[src/rtl/conv_frame_ctrl_if.sv]
// Pixel-in / result-out stream bundle between the frame sequencer and its producer/consumer.
// The sequencer takes the slave view; the pixel source and result sink together take the master view.
interface conv_frame_ctrl_if #(
    parameter int DATA_WIDTH = 16
);
    logic                  s_valid;
    logic                  s_ready;
    logic [DATA_WIDTH-1:0] s_data;
    logic                  m_valid;
    logic                  m_ready;
    logic                  m_last;
    logic [DATA_WIDTH-1:0] m_data;

    modport master (
        output s_valid, s_data, m_ready,
        input  s_ready, m_valid, m_data, m_last
    );

    modport slave (
        input  s_valid, s_data, m_ready,
        output s_ready, m_valid, m_data, m_last
    );
endinterface

[src/rtl/conv_frame_ctrl.sv]
// Frame sequencer for a streaming KxK convolution core: walks one NxN raster frame,
// clears the core per frame and qualifies core results whose window lies fully inside the frame.
//
// state | meaning
// IDLE  | waiting for start
// CLEAR | one cycle of core clear, no pixels accepted
// RUN   | accepting pixels, tracking row/col, presenting qualified results
// DRAIN | last pixel taken, waiting for the final result to retire
// DONE  | one-cycle done pulse
module conv_frame_ctrl #(
    parameter int N          = 4,
    parameter int DATA_WIDTH = 16,
    parameter int K_SIZE     = 3
) (
    input  logic                  clk,
    input  logic                  rst_n,
    input  logic                  start_i,
    output logic                  busy_o,
    output logic                  done_o,
    output logic                  conv_en_o,
    output logic                  conv_rst_o,
    output logic [DATA_WIDTH-1:0] conv_data_o,
    input  logic [DATA_WIDTH-1:0] conv_result_i,
    conv_frame_ctrl_if.slave      strm
);

    localparam int             CW       = (N > 1) ? $clog2(N) : 1;
    localparam logic [CW-1:0]  LAST_IDX = CW'(N - 1);
    localparam logic [CW-1:0]  WIN_IDX  = CW'(K_SIZE - 1);

    typedef enum logic [2:0] {
        IDLE  = 3'd0,
        CLEAR = 3'd1,
        RUN   = 3'd2,
        DRAIN = 3'd3,
        DONE  = 3'd4
    } state_t;

    state_t          state_q;
    logic [CW-1:0]   row_q;
    logic [CW-1:0]   col_q;
    logic            m_valid_q;
    logic            m_last_q;
    logic            busy_q;
    logic            done_q;
    logic            conv_rst_q;

    logic            s_ready;
    logic            accept;
    logic            frame_end;
    logic            win_ok;

    // A held result freezes the core by refusing pixels, so m_data stays stable.
    assign s_ready   = (state_q == RUN) && (!m_valid_q || strm.m_ready);
    assign accept    = strm.s_valid && s_ready;
    assign frame_end = (row_q == LAST_IDX) && (col_q == LAST_IDX);
    assign win_ok    = (row_q >= WIN_IDX) && (col_q >= WIN_IDX);

    always_ff @(posedge clk or negedge rst_n) begin
        if (!rst_n) begin
            state_q    <= IDLE;
            row_q      <= '0;
            col_q      <= '0;
            m_valid_q  <= 1'b0;
            m_last_q   <= 1'b0;
            busy_q     <= 1'b0;
            done_q     <= 1'b0;
            conv_rst_q <= 1'b0;
        end else begin
            done_q     <= 1'b0;
            conv_rst_q <= 1'b0;

            // An accept while a result is held implies m_ready, so the old beat retires here.
            if (accept) begin
                m_valid_q <= win_ok;
                m_last_q  <= win_ok && frame_end;
            end else if (strm.m_ready) begin
                m_valid_q <= 1'b0;
                m_last_q  <= 1'b0;
            end

            case (state_q)
                IDLE: begin
                    if (start_i) begin
                        state_q    <= CLEAR;
                        busy_q     <= 1'b1;
                        conv_rst_q <= 1'b1;
                        row_q      <= '0;
                        col_q      <= '0;
                    end
                end
                CLEAR: begin
                    state_q <= RUN;
                end
                RUN: begin
                    if (accept) begin
                        if (frame_end) begin
                            row_q   <= '0;
                            col_q   <= '0;
                            state_q <= DRAIN;
                        end else if (col_q == LAST_IDX) begin
                            col_q <= '0;
                            row_q <= row_q + 1'b1;
                        end else begin
                            col_q <= col_q + 1'b1;
                        end
                    end
                end
                DRAIN: begin
                    if (!m_valid_q || strm.m_ready) begin
                        state_q <= DONE;
                        busy_q  <= 1'b0;
                        done_q  <= 1'b1;
                    end
                end
                DONE: begin
                    state_q <= IDLE;
                end
                default: begin
                    state_q <= IDLE;
                    busy_q  <= 1'b0;
                end
            endcase
        end
    end

    assign busy_o       = busy_q;
    assign done_o       = done_q;
    assign conv_rst_o   = conv_rst_q;
    assign conv_en_o    = accept;
    assign conv_data_o  = strm.s_data;
    assign strm.s_ready = s_ready;
    assign strm.m_valid = m_valid_q;
    assign strm.m_last  = m_last_q;
    assign strm.m_data  = conv_result_i;

endmodule

[src/flat_wrapper.sv]
// flat-port wrapper written by rule: the top's interface ports become plain ports
module conv_frame_ctrl_flat 
#(
    parameter int N          = 4,
    parameter int DATA_WIDTH = 16,
    parameter int K_SIZE     = 3
)
  (clk, rst_n, start_i, busy_o, done_o, conv_en_o, conv_rst_o, conv_data_o, conv_result_i, strm_s_valid, strm_s_data, strm_m_ready, strm_s_ready, strm_m_valid, strm_m_data, strm_m_last);
  conv_frame_ctrl_if #(.DATA_WIDTH(DATA_WIDTH)) strm_i ();
  input  logic clk;
  input  logic rst_n;
  input  logic start_i;
  output logic busy_o;
  output logic done_o;
  output logic conv_en_o;
  output logic conv_rst_o;
  output logic [DATA_WIDTH-1:0] conv_data_o;
  input  logic [DATA_WIDTH-1:0] conv_result_i;
  input wire logic [$bits(strm_i.s_valid)-1:0] strm_s_valid;
  input wire logic [$bits(strm_i.s_data)-1:0] strm_s_data;
  input wire logic [$bits(strm_i.m_ready)-1:0] strm_m_ready;
  output wire logic [$bits(strm_i.s_ready)-1:0] strm_s_ready;
  output wire logic [$bits(strm_i.m_valid)-1:0] strm_m_valid;
  output wire logic [$bits(strm_i.m_data)-1:0] strm_m_data;
  output wire logic [$bits(strm_i.m_last)-1:0] strm_m_last;
  assign strm_i.s_valid = strm_s_valid;
  assign strm_i.s_data = strm_s_data;
  assign strm_i.m_ready = strm_m_ready;
  assign strm_s_ready = strm_i.s_ready;
  assign strm_m_valid = strm_i.m_valid;
  assign strm_m_data = strm_i.m_data;
  assign strm_m_last = strm_i.m_last;
  conv_frame_ctrl #(.N(N), .DATA_WIDTH(DATA_WIDTH), .K_SIZE(K_SIZE)) u_core (.clk(clk), .rst_n(rst_n), .start_i(start_i), .busy_o(busy_o), .done_o(done_o), .conv_en_o(conv_en_o), .conv_rst_o(conv_rst_o), .conv_data_o(conv_data_o), .conv_result_i(conv_result_i), .strm(strm_i));
endmodule
[config.mk]
export PLATFORM = sky130hd
export DESIGN_NAME = conv_frame_ctrl_flat
export DESIGN_NICKNAME = d
export VERILOG_FILES = /design/src/rtl/conv_frame_ctrl_if.sv /design/src/rtl/conv_frame_ctrl.sv /design/src/flat_wrapper.sv
export SDC_FILE = /design/constraint.sdc
export NUM_CORES = 1
export LEC_CHECK = 0
export CAP_MARGIN = 25
export CORE_MARGIN = 2
export CORE_UTILIZATION = 32
export DETAILED_ROUTE_END_ITERATION = 16
export MAX_ROUTING_LAYER = met4
export PLACE_DENSITY = 0.83
export SLEW_MARGIN = 0
export SYNTH_ARGS = -nofsm -noshare
export SYNTH_HDL_FRONTEND = slang
export SYNTH_SLANG_ARGS = --single-unit
[constraint.sdc]
create_clock -name clk -period 1.6 [get_ports clk]
set_clock_uncertainty 0.1 [all_clocks]
set_input_delay 0.16 -clock clk [delete_from_list [all_inputs] [get_ports clk]]
set_output_delay 0.16 -clock clk [all_outputs]
set_load 0.02 [all_outputs]
==> flow_summary.ini <==
[routing]
post_drt_wl_per_cell_um = 14.67
dr.pass1.iters = 4
num_vias = 568
drt-total-wl_um = 1716
drt_iter0_drc = 3
drcViolationCount = 0
ant_nets = 0
avgViaCountPerCell = 4.855

[grt]
track_usage_pct = 11.80
grt_pass1_wl_um = 2856
grt_max_degree = 13
grt_overflow_total = 0
grt_pass1_vias = 664
antenna_found_initial = 0

[clock_network]
cts_root_buffer = clkbuf_4
cts_buffers = 3
htreeDepth = 1
clock_latency_ns = 0.28
clockBufferDepth = 2
clk_pin_slew_ns = 0.08
cts_tree = built
clock_sinks = 12

[timing]
fin_setup_tns_ns = 0
timing.fmax_mhz = 627.4
period_needed_ns = 1.594
finalSetupViolations = 0
fin_crit_sh_pct = 99.61
finalHoldViolations = 0
slew_violations = 0
slew_headroom_pct = 61.23
rsz0062_at_grt = yes
worst_pin_slew_ns = 0.5798

[yosys]
netlist_instances = 95
netlist-cell-type-count = 29
seq_area_frac_synth_pct = 32.65
synth_nets = 136
yosys.area.top_type = dfrtp_1
synth-edff-count = 0
ys_async_sr_fraction_pct = 100.0
synth_area_um2 = 919.6
yosysTopAreaCellShare_pct = 32.65
yosysWarnings = 0
synth.area.top_cells = dfrtp_1, buf_4, ha_1
ys.flop_type = dfrtp_1
synth-seq-cells = 12
avgSynthCellArea_um2 = 9.680

[pwr]
p_switching_uw = 536.3
power_frac_seq_pct = 33.9
power_density_mw_per_mm2 = 1499
combPwrFrac_pct = 48.3
switching_share_pct = 38.28
vdd_drop_max_mv = 0.8121
intPower_uw = 864.6
p_clk_share_pct = 17.8
p_leak_uw = 0.0004209

[worst_setup_path]
worstPathArrival_ns = 1.69
cp-start-kind = register
cp-end-kind = register
crit_type = register to register
required_ns = 1.70
cp_max_fo = 4

[floorplanning]
dieArea_mm2 = 0.003319
initial_core_util_pct = 33.64
die_w_um = 57.61
rows = 19
core_mm2 = 0.002734
fp.dieH_um = 57.61
io_pins = 76

[placed_design]
io_buffers = 11
hpwl_um = 1253
dp.cells = 112
gp_congestion = 0.8316

[layout]
nets = 128
n_antenna_cell = 0
post_layout_nonfiller_instances = 117
final_util_pct = 34.19
nFillCells = 277
syn2layout_area_growth_pct = 1.633
drive_gt1_share_pct = 31.40

[hold_path]
hp-class = input port to async pin

[run]
drv_cap = 0

[status]
status = finished clean
[synth_stat cells (2+ instances only)]
cell type,count
a21oi_1,2
ha_1,4
o22ai_1,2
o21ai_0,3
dfrtp_1,12
inv_1,5
o31ai_1,2
buf_4,33
nand3b_1,2
nand2_1,5
nor2_1,6
buf_6,2
[path summary, 6_finish.rpt]
kind	start	to	slack [ns]	cells after the start
setup / recovery	u_core.strm.m_valid	u_core.col_q[0]	0.006	5
hold / removal	rst_n	u_core.conv_rst_o	0.14	1
setup reg to reg	u_core.strm.m_valid	u_core.col_q[0]	0.006	5
hold reg to reg	u_core.strm.m_last	u_core.strm.m_last	0.42	2
max in group asynchronous	rst_n	u_core.state_q[2]	0.88	1
min in group clk	strm_s_data[0]	conv_data_o[0]	0.22	0
[flip-flops by register name (all words and copies together) (netlist names)]
register	cells
u_core.state_q	3
u_core.col_q	2
u_core.row_q	2
u_core.busy_o	1
u_core.conv_rst_o	1
u_core.done_o	1
u_core.strm.m_last	1
u_core.strm.m_valid	1
[worst max-delay path: stages (launching register included)]
cell     delay [ns]
dfrtp_1        0.38
or2b_4         0.23
nand4_4        0.11
buf_6          0.14
or4b_4         0.47
o31ai_2        0.07
[cell usage in the layout, fill, tap and decap left out, types with 3 or more instances in the layout]
cell	instances
o21ai_0	3
nand2_1	5
clkbuf_4	3
buf_4	10
ha_1	3
inv_1	5
clkdlybuf4s50_1	9
nor2_1	6
dfrtp_1	12
[stage by stage]
step	cell area (um2)	setup slack (ns)	hold slack, ns	power, uW
after floorplan	919.6	0.03111	-0.2356	1009
after global placement	873.3	-0.2709	0.2201	1091
after detailed placement	873.3	-0.2649	0.2201	1123
after CTS	923.4	-0.01870	0.1624	1389
after global routing	934.6	-0.07003	0.1699	1501
final	934.6	0.006224	0.1399	1401
[kinds of logic after synthesis]
group,Yosys count,synth area share (%)
adder cells (fa/ha/maj),4,5.442
buffers and inverters,40,31.43
AND/OR/NAND/NOR,23,17.69
flip-flops,12,32.65
AO/OA/AOI/OAI,16,12.79
[power groups by stage]
stage	Clock [uW]	Combinational [uW]	Sequential (uW)
after floorplan	0	544	466
after global placement	0	618	473
after detailed placement	0	645	479
after CTS	254	661	473
after global routing	273	742	486
final	249	676	476
[layer usage]
layer / GRT usage [%] / vias to the layer above / wire [um]
met2: 19.64 / 26 / 850
met4: 6.645 / 0 / 37
met3: 6.920 / 5 / 181
met1: 10.27 / 266 / 646
met5: - / - / 0
li1: - / 271 / -
[what timing repair did]
action,4_1_cts,5_1_grt
setup buffers,1,0
endpoints found under the setup margin,5,4
gates cloned,0,0
hold buffers,0,0
gates resized for setup,10,3
pin swaps,1,0
[layout make-up]
type	count	area, um2	area share (%)
inverter	5	18.77	2.008
timing repair buffer	22	186.4	19.95
sequential	12	300.3	32.13
multi-input combinational	43	354.1	37.88
clock buffer	4	36.28	3.882
tap	31	38.79	4.150
Note: power is estimated with default switching activity, not from simulation.
